File: src/rtl/alarm_set_controller.sv
// alarm_set_controller: owns the current-time (CT) and alarm (ST) registers,
// walks the user through time-set / alarm-set modes from three button pulses,
// drives the display select (S) and blink select (CW), and raises the alarm.
//
// Ports:
//   Clk       system clock
//   Clr       asynchronous active-low reset
//   tick_min  one-cycle pulse per minute
//   btn_mode  mode button pulse  (RUN -> TSET -> ASET -> RUN)
//   btn_next  field-select button pulse
//   btn_inc   increment button pulse
//   CT[14:0]  current time {day[2:0], hour[4:0] binary, min tens[2:0], min ones[3:0]}
//   ST[15:0]  alarm time   {enable, 3'b000, same layout as CT[11:0]}
//   S[1:0]    display select: [1] show ST, [0] edit active
//   CW[1:0]   blinking field: 00 none, 01 min, 10 hour, 11 day/enable
//   alarm     alarm active (level)
//
// Build option: define SET_TIMEOUT_EN to make the set modes fall back to RUN
// after two minute ticks with no button activity.
module alarm_set_controller #(
  parameter int unsigned DAYS  = 7,
  parameter int unsigned HOURS = 24
) (
  input  logic        Clk,
  input  logic        Clr,
  input  logic        tick_min,
  input  logic        btn_mode,
  input  logic        btn_next,
  input  logic        btn_inc,
  output logic [14:0] CT,
  output logic [15:0] ST,
  output logic [1:0]  S,
  output logic [1:0]  CW,
  output logic        alarm
);

  localparam int unsigned CT_W = 15;
  localparam int unsigned ST_W = 16;

  typedef enum logic [1:0] {M_RUN = 2'd0, M_TSET = 2'd1, M_ASET = 2'd2} mode_t;
  typedef enum logic [1:0] {F_MIN = 2'd0, F_HOUR = 2'd1, F_DAY = 2'd2, F_EN = 2'd3} field_t;

  mode_t            r_state, w_state;
  field_t           r_field, w_field;
  logic [CT_W-1:0]  r_ct, w_ct;
  logic [ST_W-1:0]  r_st, w_st;
  logic [1:0]       r_s, w_s;
  logic [1:0]       r_cw, w_cw;
  logic             r_alarm, w_alarm;
  logic             r_silence, w_silence;
  logic             w_match;
  logic             w_any_btn;
  logic             w_consume;
  logic             w_tick_ok;
`ifdef SET_TIMEOUT_EN
  logic [1:0]       r_cnt, w_cnt;
`endif

  // BCD minute increment, 59 wraps to 00
  function automatic logic [6:0] min_inc(input logic [6:0] m);
    logic [6:0] r;
    if (m[3:0] == 4'd9) begin
      r[3:0] = 4'd0;
      r[6:4] = (m[6:4] == 3'd5) ? 3'd0 : m[6:4] + 3'd1;
    end else begin
      r[3:0] = m[3:0] + 4'd1;
      r[6:4] = m[6:4];
    end
    return r;
  endfunction

  function automatic logic [4:0] hour_inc(input logic [4:0] h);
    return (h == 5'(HOURS - 1)) ? 5'd0 : h + 5'd1;
  endfunction

  function automatic logic [2:0] day_inc(input logic [2:0] d);
    return (d == 3'(DAYS - 1)) ? 3'd0 : d + 3'd1;
  endfunction

  // One-minute advance with carries minute -> hour -> day
  function automatic logic [14:0] ct_tick(input logic [14:0] c);
    logic [14:0] r;
    r      = c;
    r[6:0] = min_inc(c[6:0]);
    if (c[6:0] == 7'h59) begin
      r[11:7] = hour_inc(c[11:7]);
      if (c[11:7] == 5'(HOURS - 1)) r[14:12] = day_inc(c[14:12]);
    end
    return r;
  endfunction

  assign w_match   = r_st[15] && (r_ct[11:0] == r_st[11:0]) && (r_state == M_RUN);
  assign w_any_btn = btn_mode | btn_next | btn_inc;
  // A button press while the alarm sounds only silences it
  assign w_consume = r_alarm & w_any_btn;

  // Next-state, datapath and output decode
  always_comb begin
    w_state   = r_state;
    w_field   = r_field;
    w_ct      = r_ct;
    w_st      = r_st;
    w_silence = r_silence;
    w_tick_ok = tick_min && (r_state != M_TSET);
    w_s       = 2'b00;
    w_cw      = 2'b00;
    w_alarm   = 1'b0;
`ifdef SET_TIMEOUT_EN
    w_cnt     = r_cnt;
`endif

    if (w_consume) begin
      w_silence = 1'b1;
    end else if (btn_mode) begin
      case (r_state)
        M_RUN:   begin w_state = M_TSET; w_field = F_DAY;  end
        M_TSET:  begin w_state = M_ASET; w_field = F_HOUR; end
        default: begin w_state = M_RUN;  w_field = F_MIN;  end
      endcase
    end else if (btn_next) begin
      case (r_state)
        M_TSET: begin
          case (r_field)
            F_DAY:   w_field = F_HOUR;
            F_HOUR:  w_field = F_MIN;
            default: w_field = F_DAY;
          endcase
        end
        M_ASET: begin
          case (r_field)
            F_HOUR:  w_field = F_MIN;
            F_MIN:   w_field = F_EN;
            default: w_field = F_HOUR;
          endcase
        end
        default: ;
      endcase
    end else if (btn_inc) begin
      case (r_state)
        M_TSET: begin
          case (r_field)
            F_DAY:   w_ct[14:12] = day_inc(r_ct[14:12]);
            F_HOUR:  w_ct[11:7]  = hour_inc(r_ct[11:7]);
            F_MIN:   w_ct[6:0]   = min_inc(r_ct[6:0]);
            default: ;
          endcase
        end
        M_ASET: begin
          case (r_field)
            F_HOUR:  w_st[11:7] = hour_inc(r_st[11:7]);
            F_MIN:   w_st[6:0]  = min_inc(r_st[6:0]);
            F_EN:    w_st[15]   = ~r_st[15];
            default: ;
          endcase
        end
        default: ;
      endcase
    end

`ifdef SET_TIMEOUT_EN
    // Inactivity timeout: the second idle tick exits to RUN and is not applied
    if (r_state != M_RUN) begin
      if (w_any_btn) begin
        w_cnt = 2'd0;
      end else if (tick_min) begin
        if (r_cnt == 2'd1) begin
          w_state   = M_RUN;
          w_field   = F_MIN;
          w_tick_ok = 1'b0;
        end else begin
          w_cnt = r_cnt + 2'd1;
        end
      end
    end
    if (w_state == M_RUN) w_cnt = 2'd0;
`endif

    if (w_tick_ok) w_ct = ct_tick(w_ct);

    if (!w_consume && !w_match) w_silence = 1'b0;
    w_alarm    = w_match & ~w_silence;
    w_st[14:12] = 3'b000;

    case (w_state)
      M_TSET:  w_s = 2'b01;
      M_ASET:  w_s = 2'b11;
      default: w_s = 2'b00;
    endcase
    if (w_state != M_RUN) begin
      case (w_field)
        F_MIN:   w_cw = 2'b01;
        F_HOUR:  w_cw = 2'b10;
        default: w_cw = 2'b11;
      endcase
    end
  end

  // State and output registers
  always_ff @(posedge Clk or negedge Clr) begin
    if (!Clr) begin
      r_state   <= M_RUN;
      r_field   <= F_MIN;
      r_ct      <= '0;
      r_st      <= '0;
      r_s       <= 2'b00;
      r_cw      <= 2'b00;
      r_alarm   <= 1'b0;
      r_silence <= 1'b0;
`ifdef SET_TIMEOUT_EN
      r_cnt     <= 2'd0;
`endif
    end else begin
      r_state   <= w_state;
      r_field   <= w_field;
      r_ct      <= w_ct;
      r_st      <= w_st;
      r_s       <= w_s;
      r_cw      <= w_cw;
      r_alarm   <= w_alarm;
      r_silence <= w_silence;
`ifdef SET_TIMEOUT_EN
      r_cnt     <= w_cnt;
`endif
    end
  end

  assign CT    = r_ct;
  assign ST    = r_st;
  assign S     = r_s;
  assign CW    = r_cw;
  assign alarm = r_alarm;

endmodule

File: config.mk
export PLATFORM = sky130hd
export DESIGN_NAME = alarm_set_controller
export DESIGN_NICKNAME = d
export VERILOG_FILES = /design/src/rtl/alarm_set_controller.sv
export SDC_FILE = /design/constraint.sdc
export NUM_CORES = 1
export LEC_CHECK = 0
export CORE_UTILIZATION = 50
export CTS_CLUSTER_DIAMETER = 80
export CTS_CLUSTER_SIZE = 14
export DETAILED_ROUTE_END_ITERATION = 10
export GPL_TIMING_DRIVEN = 0
export PLACE_DENSITY_LB_ADDON = 0.08
export SYNTH_ARGS = -nofsm -noshare
export SYNTH_HDL_FRONTEND = slang
export SYNTH_SLANG_ARGS = --single-unit
File: constraint.sdc
create_clock -name Clk -period 2.91 [get_ports Clk]
set_input_delay 0.291 -clock Clk [delete_from_list [all_inputs] [get_ports Clk]]
set_output_delay 0.291 -clock Clk [all_outputs]
set_load 0.05 [all_outputs]
== Word level (Yosys, flattened, before mapping) ==
Index checks and enable logic that the tools add are counted.
Cells by class
  muxes and demuxes: 37
  bitwise gates (word level): 9
  equality and inequality tests: 22
  add/subtract/negate cells: 11
  reduce and logical (&&, ||, !) cells: 14
Operators with widths (count)
  $mux W15: 6
  $pmux W2 S2: 7
  $mux W3: 7
  $mux W7: 3
  $mux W5: 4
  $reduce_and A6 Y1: 3
  $add A3 B1 Y3 const B: 5
  $add A5 B1 Y5 const B: 3
  $eq A3 B3 Y1 const B: 5
  $eq A5 B5 Y1 const B: 3
  $add A4 B1 Y4 const B: 3
  $eq A12 B12 Y1: 1
  $eq A4 B4 Y1 const B: 3
  $mux W2: 6
  $eq A2 B1 Y1 const B: 4
  $eq A2 B2 Y1 const B: 4
  $mux W8: 1
  $eq A7 B7 Y1 const B: 1
  $reduce_and A7 Y1: 1
  $logic_not A2 Y1: 3
  $not A1 Y1: 5
  $logic_and A1 B1 Y1: 4
  $mux W4: 1
  $and A1 B1 Y1: 2
  5 further kinds: 8
Word-level totals
  output and inout port bits: 36
  bits of input ports: 6
  bits in registers: 38
  logic and storage cells: 104

== Longest topological paths before layout ==
Gate-level depths: netlist (run 1).
  depth after elaboration: 14
  mapped depth: 11

== Worst setup path before layout (run 1) ==
OpenSTA, ideal clock, no wires.
  path type: register to register
  start: register r_alarm, in the netlist alarm
  end: register r_ct[12], in the netlist CT[12]
  data arrival time: 2.571 ns
  path slack: 0.211 ns
  required time: 2.782 ns
  buffers on the path: 1
  cell stages (with the launch flop): 10
  period minus slack after synthesis: 2.699 ns
  path through: dfrtp_1 or4b_1 buf_2 nor2_1 o21ai_0 o21ai_0 ha_1 a21boi_4 a21oi_1 mux2_1
On the way
  longest elaborated chain between the ends: 7
  elaborated cells on any way between the ends: 10
  classes of those cells: 1 x add/sub; 3 x eq/ne; 5 x mux; 1 x bitwise
RTL lines
  start, declared: line 49  | logic r_alarm, w_alarm;
  start signal, assigned: line 219  | r_alarm <= w_alarm;
  $and A1 B1 Y1 (*): line 95  | assign w_consume = r_alarm & w_any_btn;
  $mux W15 (*): line 112  | if (w_consume) begin
  $add A3 B1 Y3 / $eq A3 B3 Y1 (equally long branches): line 77  | return (d == 3'(DAYS - 1)) ? 3'd0 : d + 3'd1;
  $mux W3: line 77
  $mux W3: line 87  | if (c[11:7] == 5'(HOURS - 1)) r[14:12] = day_inc(c[14:12]);
  $mux W8: line 85  | if (c[6:0] == 7'h59) begin
  $mux W15 (*): line 178  | if (w_tick_ok) w_ct = ct_tick(w_ct);
  named net w_ct[12]: line 45  | logic [CT_W-1:0] r_ct, w_ct;
  end signal, assigned: line 215  | r_ct <= w_ct;
  end, declared: line 45
The timed path passes the listed nets; every way through them passes the cells marked *.
A chain may end at the register's enable or synchronous reset.

== Worst setup path in the final report (run 1) ==
  start: input port btn_next
  end: register r_ct[12], in the netlist CT[12]
On the way
  longest elaborated chain between the ends: 9
  elaborated cells on any way between the ends: 14
  classes of those cells: 1 x add/sub; 3 x eq/ne; 7 x mux; 3 x bitwise
RTL lines
  start, declared: line 28  | input logic btn_next,
  $or A1 B1 Y1 (2 in series): line 93  | assign w_any_btn = btn_mode | btn_next | btn_inc;
  $and A1 B1 Y1: line 95
  $mux W15 (*): line 112
  $add A3 B1 Y3 / $eq A3 B3 Y1 (equally long branches): line 77
  $mux W3: line 77
  $mux W3: line 87
  $mux W8: line 85
  $mux W15 (*): line 178
  named net w_ct[12]: line 45
Marked as above.

==> results of run 1 <==
## layout make-up
class                      count  area, um^2  area share (%)
clock buffer                   6        82.6            2.87
buffer                         9        46.3            1.61
sequential                    38         951            33.1
multi-input combinational    187        1310            45.6
timing repair buffer          38         375            13.1
inverter                      12        45.0            1.57
tap                           52        65.1            2.26
## kinds of logic after synthesis
logic type / after synthesis / share of synthesized area, %
flops: 38 / 40.7
buf+inv: 21 / 3.91
compound gates: 43 / 12.6
mux: 10 / 4.66
fa+ha+maj: 14 / 7.50
simple gates: 95 / 22.2
other cells: 1 / 0.161
xor+xnor: 22 / 8.25
## cell usage after synthesis, drive strengths merged (2+ instances only)
master,number,share of area (%)
inv,12,1.9
a21boi,2,1.1
o211ai,2,0.64
clkbuf,4,0.64
nand2,27,4.3
dfrtp,38,41
nand3b,2,0.64
a21o,4,1.3
a211oi,2,1.2
mux2,4,2.1
o21ai,12,2.6
ha,14,7.5
nand3,16,3.6
nand2b,5,1.3
xnor2,15,5.6
xor2,7,2.6
and3b,2,0.75
buf,5,1.3
and3,5,1.3
a31oi,2,0.54
mux2i,6,2.6
nor2,7,1.1
and2,3,0.86
nor2b,10,2.7
nand4,4,1.1
nor3,5,1.1
a21oi,10,2.1
nor4,3,0.80
## power by group through the flow
| stage | clock network (W) | registers (W) | logic [W] |
|---|---|---|---|
| floorplan | 0 | 0.00124 | 0.000473 |
| global placement | 0 | 0.000854 | 0.00123 |
| detailed placement | 0 | 0.000855 | 0.00125 |
| CTS | 0.000367 | 0.000845 | 0.00125 |
| global route | 0.000387 | 0.000873 | 0.00134 |
| finish | 0.000355 | 0.000847 | 0.00125 |
## placed cells by master (no fill, tap or decap), types with 5 or more instances in the layout
cell             instances
a21oi_1                 10
and3_1                   5
clkbuf_8                 6
clkdlybuf4s50_1         37
dfrtp_1                 38
ha_1                    14
inv_1                   12
mux2i_1                  6
nand2_1                 27
nand2b_1                 5
nand3_1                 15
nor2_1                   7
nor2b_1                 10
nor3_1                   5
o21ai_0                 11
xnor2_1                 15
xor2_1                   7
## metrics by stage
step                power (W)  hold WS, ns  TNS [ns]
floorplan             0.00171     -0.00459         0
finish                0.00245       0.0996         0
global route          0.00260        0.176         0
global placement      0.00209        0.456    -0.402
CTS                   0.00247        0.136         0
detailed placement    0.00210        0.449    -0.502
## metal layers
metal,vias to the layer above,track usage [%],wire [um]
li1,929,-,-
met3,5,4.62,181
met5,-,0,0
met2,36,32.2,2200
met1,884,26.1,2170
met4,0,6.22,57
## worst paths after layout
kind / from / endpoint / slack [ns]
worst max-delay path: btn_next / CT[12]$_DFF_PN0_ / 0.16
worst min-delay path: Clr / CT[8]$_DFF_PN0_ / 0.1
min in group Clk: r_silence$_DFF_PN0_ / r_silence$_DFF_PN0_ / 0.48
worst max register to register: alarm$_DFF_PN0_ / CT[12]$_DFF_PN0_ / 0.27
max in group asynchronous: Clr / ST[3]$_DFFE_PN0P_ / 2.27
worst min register to register: r_silence$_DFF_PN0_ / r_silence$_DFF_PN0_ / 0.48
## flip-flops by register name (all words and copies together), names as in the netlist
name,cells
CW,2
r_silence,1
r_field,2
CT,15
alarm,1
S,2
ST,13
r_state,2
## worst register-to-register path, cell delays in order (launching register included)
cell and delay (ns):
dfrtp_1 0.45, or4b_1 0.50, buf_2 0.18, nor2_1 0.17
o21ai_0 0.11, o21ai_1 0.22, ha_1 0.20, a21boi_4 0.26
a21oi_1 0.11, mux2_1 0.32
==> impl_metrics.py, run 1 <==
metrics = {
    "floorplanning": {
        "dieArea_um2": 4950,
        "rows": 24,
        "die_h_um": 70.4,
        "fp.dieW_um": 70.4,
        "core_area_um2": 4410,
        "initial_core_util_pct": 52.9,
        "num_io_pins": 42,
    },
    "logic_synthesis": {
        "yosys.cell_types.count": 52,
        "syn_inst": 244,
        "synth-edff-count": 0,
        "ys_seq_elements": 38,
        "avgSynthCellArea_um2": 9.57,
        "ys.flop_type": "dfrtp_1",
        "ys_async_sr_fraction_pct": 100,
        "ys_warn_count": 0,
        "synth_seq_area_share_pct": 40.7,
        "syn_area_um2": 2340,
    },
    "power_and_ir_drop": {
        "vdd_drop_max_mv": 0.490,
        "switching_share_pct": 46.6,
        "clockPowerShare_pct": 14.5,
        "p_leak_nw": 1.28,
        "p_seq_share_pct": 34.6,
        "power_density_nw_per_um2": 852,
        "internal-power_w": 0.00131,
        "power_switching_w": 0.00114,
        "combPwrFrac_pct": 50.9,
    },
    "cts": {
        "numCtsBuffers": 5,
        "clockRootBuffer": "clkbuf_8",
        "path_clk_slew_ns": 0.07,
        "htree_levels": 2,
        "cts_setup_buffers": 0,
        "clock_sinks": 38,
        "clk_latency_ns": 0.29,
        "clockBufferDepth": 2,
        "cts_tree": "yes",
        "cts_resized": 0,
        "holdBufCountCts": 0,
    },
    "status": {
        "outcome": "finished clean",
    },
    "critical_path": {
        "crit_family": "simple AND/OR/NAND/NOR gates",
        "critPathMaxStageDelay_ns": 0.55,
        "slowest_stage": "or4b_1",
        "path_class": "input pin to flop",
        "cp.depth": 10,
        "cp_num_buf_inv": 2,
        "reg2reg_depth": 9,
        "cp.arrival_ns": 2.92,
        "worstPathCellList": "clkdlybuf4s50_1, or4b_1, buf_2, nor2_1, o21ai_0, o21ai_1, ha_1, a21boi_4, a21oi_1, mux2_1",
        "cp_max_fo": 7,
        "endpoint_kind": "flop",
        "critPathLaunchType": "input pin",
        "cp.required_ns": 3.08,
    },
    "global_routing": {
        "grt_pass1_vias": 1715,
        "antenna_found_initial": 0,
        "grt_pass1_wl_mm": 7.73,
        "groute.usage.overall_pct": 19.8,
        "grt_max_degree": 39,
        "gr-total-overflow": 0,
    },
    "timing": {
        "min_period_over_period_pct": 94.6,
        "rsz0062_at_grt": "no",
        "setup_viol": 0,
        "hold_viol": 0,
        "setup_slack_ns": 0.157,
        "worst_pin_slew_ns": 0.836,
        "clock_skew_ns": 0.00938,
        "max_freq_mhz": 363,
        "slew_violations": 0,
        "slew_headroom_pct": 44.3,
        "period_minus_slack_ns": 2.75,
    },
    "job": {
        "drv_cap": 0,
    },
    "route": {
        "drc": 0,
        "drt-total-wl_mm": 4.60,
        "vias_per_cell": 5.42,
        "antenna_left": 0,
        "wl_per_cell_um": 13.4,
        "initialDrtViolationCount": 113,
        "dr.pass1.iters": 4,
        "via_count": 1854,
    },
    "placement": {
        "place_congestion": 0.882,
        "place_area_um2": 2780,
        "dpl.hpwl_mm": 3.45,
        "dp_slack_ns": -0.189,
        "dpl.cell_count": 336,
        "portBuffers": 38,
    },
    "cells_and_area": {
        "fill_cells": 389,
        "drive_gt1_share_pct": 7.93,
        "syn_to_final_growth_pct": 23.1,
        "stdcell_count": 342,
        "final_util_pct": 65.1,
        "diodes": 0,
        "finish.instance_area_um2": 2880,
        "nets": 311,
    },
    "worst_hold_path": {
        "hp-class": "input pin to async pin",
    },
}
(Power assumes the default switching activity.)
==> inputs of run 2 (changes only) <==
--- a/config.mk
+++ b/config.mk
@@ -5,7 +5,8 @@
 export SDC_FILE = /design/constraint.sdc
 export NUM_CORES = 1
 export LEC_CHECK = 0
-export CORE_UTILIZATION = 50
+export CORE_ASPECT_RATIO = 1.2
+export CORE_UTILIZATION = 53
 export CTS_CLUSTER_DIAMETER = 80
 export CTS_CLUSTER_SIZE = 14
 export DETAILED_ROUTE_END_ITERATION = 10
==> impl_metrics.py, run 2 (synthesis gave the netlist of run 1 again) <==
metrics = {
    "cells_and_area": {
        "nets": 312,
        "drive_gt1_share_pct": 8.53,
        "syn_to_final_growth_pct": 24.0,
        "final_util_pct": 68.5,
        "diodes": 0,
        "layout.cells.most_common_list": "dfrtp_1, clkdlybuf4s50_1, nand2_1",
        "largest_register_ffs": 15,
        "layout.cells.most_common": "dfrtp_1",
        "finish.instance_area_um2": 2900,
    },
    "cts": {
        "cts_tree": "yes",
        "clockRootBuffer": "clkbuf_8",
        "clk_latency_ns": 0.29,
        "path_clk_slew_ns": 0.08,
        "holdBufCountCts": 0,
        "clockBufferDepth": 2,
        "clock_sinks": 38,
        "numCtsBuffers": 5,
        "htree_levels": 2,
    },
    "route": {
        "via_count": 1863,
        "vias_per_cell": 5.34,
        "wl_per_cell_um": 13.7,
        "initialDrtViolationCount": 75,
        "drc": 0,
        "dr.pass1.iters": 4,
        "drt-total-wl_mm": 4.79,
        "antenna_left": 0,
    },
    "floorplanning": {
        "core_area_um2": 4230,
        "initial_core_util_pct": 55.2,
        "rows": 26,
        "fp.dieW_um": 62.6,
        "num_io_pins": 42,
        "dieArea_um2": 4680,
        "die_h_um": 74.7,
    },
    "placement": {
        "dpl.hpwl_mm": 3.58,
        "portBuffers": 38,
        "place_congestion": 0.898,
        "dp_slack_ns": -0.258,
        "place_area_um2": 2790,
    },
    "timing": {
        "slew_violations": 0,
        "period_minus_slack_ns": 2.77,
        "hold_viol": 0,
        "clock_skew_ns": 0.0111,
        "tns_ns": 0,
        "worst_pin_slew_ns": 0.850,
        "setup_viol": 0,
        "min_period_over_period_pct": 95.2,
        "setup_slack_ns": 0.141,
        "holdWs_ns": 0.0986,
        "slew_headroom_pct": 43.3,
        "max_freq_mhz": 361,
    },
    "critical_path": {
        "worstPathCellList": "clkdlybuf4s50_1, or4b_1, buf_2, nor2_1, o21ai_0, o21ai_1, ha_1, a21boi_4, a21oi_1, mux2_1",
        "slowest_stage": "or4b_1",
        "cp_max_fo": 7,
        "ff2ff_setup_slack_ns": 0.24,
        "critPathLaunchType": "input pin",
        "cp.arrival_ns": 2.95,
        "critPathMaxStageDelay_ns": 0.57,
        "cp_num_buf_inv": 2,
        "path_class": "input pin to flop",
        "cp.required_ns": 3.09,
        "crit_family": "simple AND/OR/NAND/NOR gates",
        "endpoint_kind": "flop",
    },
    "worst_hold_path": {
        "hp-class": "input pin to async pin",
    },
    "global_routing": {
        "gr-total-overflow": 0,
        "groute.usage.overall_pct": 22.0,
        "grt_pass1_vias": 1791,
        "antenna_found_initial": 0,
        "grt_pass1_wl_mm": 7.98,
        "grt_max_degree": 39,
    },
    "power_and_ir_drop": {
        "power_density_nw_per_um2": 857,
        "p_leak_nw": 1.29,
        "vdd_drop_max_mv": 0.515,
    },
    "status": {
        "outcome": "finished clean",
    },
    "job": {
        "drv_cap": 0,
    },
}
[run 2: layout make-up]
class                   count  area (um^2)
plain buffers               9         46.3
clock buffers               7         86.3
clock inverters             1         5.00
fillers                   363         1330
inverters                  12         45.0
multi-input cells         187         1310
flip-flops and latches     38          951
well taps                  56         70.1
repair buffers             39          383
[run 2: path summary, 6_finish.rpt]
path | startpoint | end | cells past startpoint
setup / recovery | btn_next | CT[12]$_DFF_PN0_ | 10
hold / removal | Clr | CT[7]$_DFF_PN0_ | 1
setup reg to reg | alarm$_DFF_PN0_ | CT[12]$_DFF_PN0_ | 9
hold reg to reg | r_silence$_DFF_PN0_ | r_silence$_DFF_PN0_ | 2
max in group asynchronous | Clr | r_field[0]$_DFF_PN0_ | 1
min in group Clk | r_silence$_DFF_PN0_ | r_silence$_DFF_PN0_ | 2
[run 2: metrics by stage]
stage | cells | total power [W]
after floorplan | 246 | 0.00171
after global placement | 340 | 0.00209
after detailed placement | 340 | 0.00211
after CTS | 348 | 0.00249
after global routing | 349 | 0.00263
final | 349 | 0.00248
[run 2: per-layer routing]
layer  part of all wire, %  wire length, um  track usage (%)  up-vias
met4                   1.9               90             9.04        0
met3                   3.3              160             3.64        8
met1                    44             2100             26.0      877
li1                      -                -                -      934
met2                    51             2450             40.3       44
met5                     0                0                0        -
[run 2: worst reg2reg max path: stages, from the launching register on]
cell and delay, ns:
dfrtp_1 0.46, or4b_1 0.51, buf_2 0.19, nor2_1 0.18, o21ai_0 0.11, o21ai_1 0.21
ha_1 0.21, a21boi_4 0.27, a21oi_1 0.12, mux2_1 0.32
[run 2: report_power, final]
group	switching (W)	internal [W]	leakage (nW)	total, W
clock	0.000189	0.000191	0.0482	0.000380
combinational	0.000789	0.000461	0.753	0.00125
sequential	0.000182	0.000671	0.492	0.000853
[run 2: what timing repair did]
| item | CTS | global route |
|---|---|---|
| gates resized for setup | 0 | 2 |
| setup buffers | 0 | 1 |
| endpoints found under the setup margin | 0 | 2 |
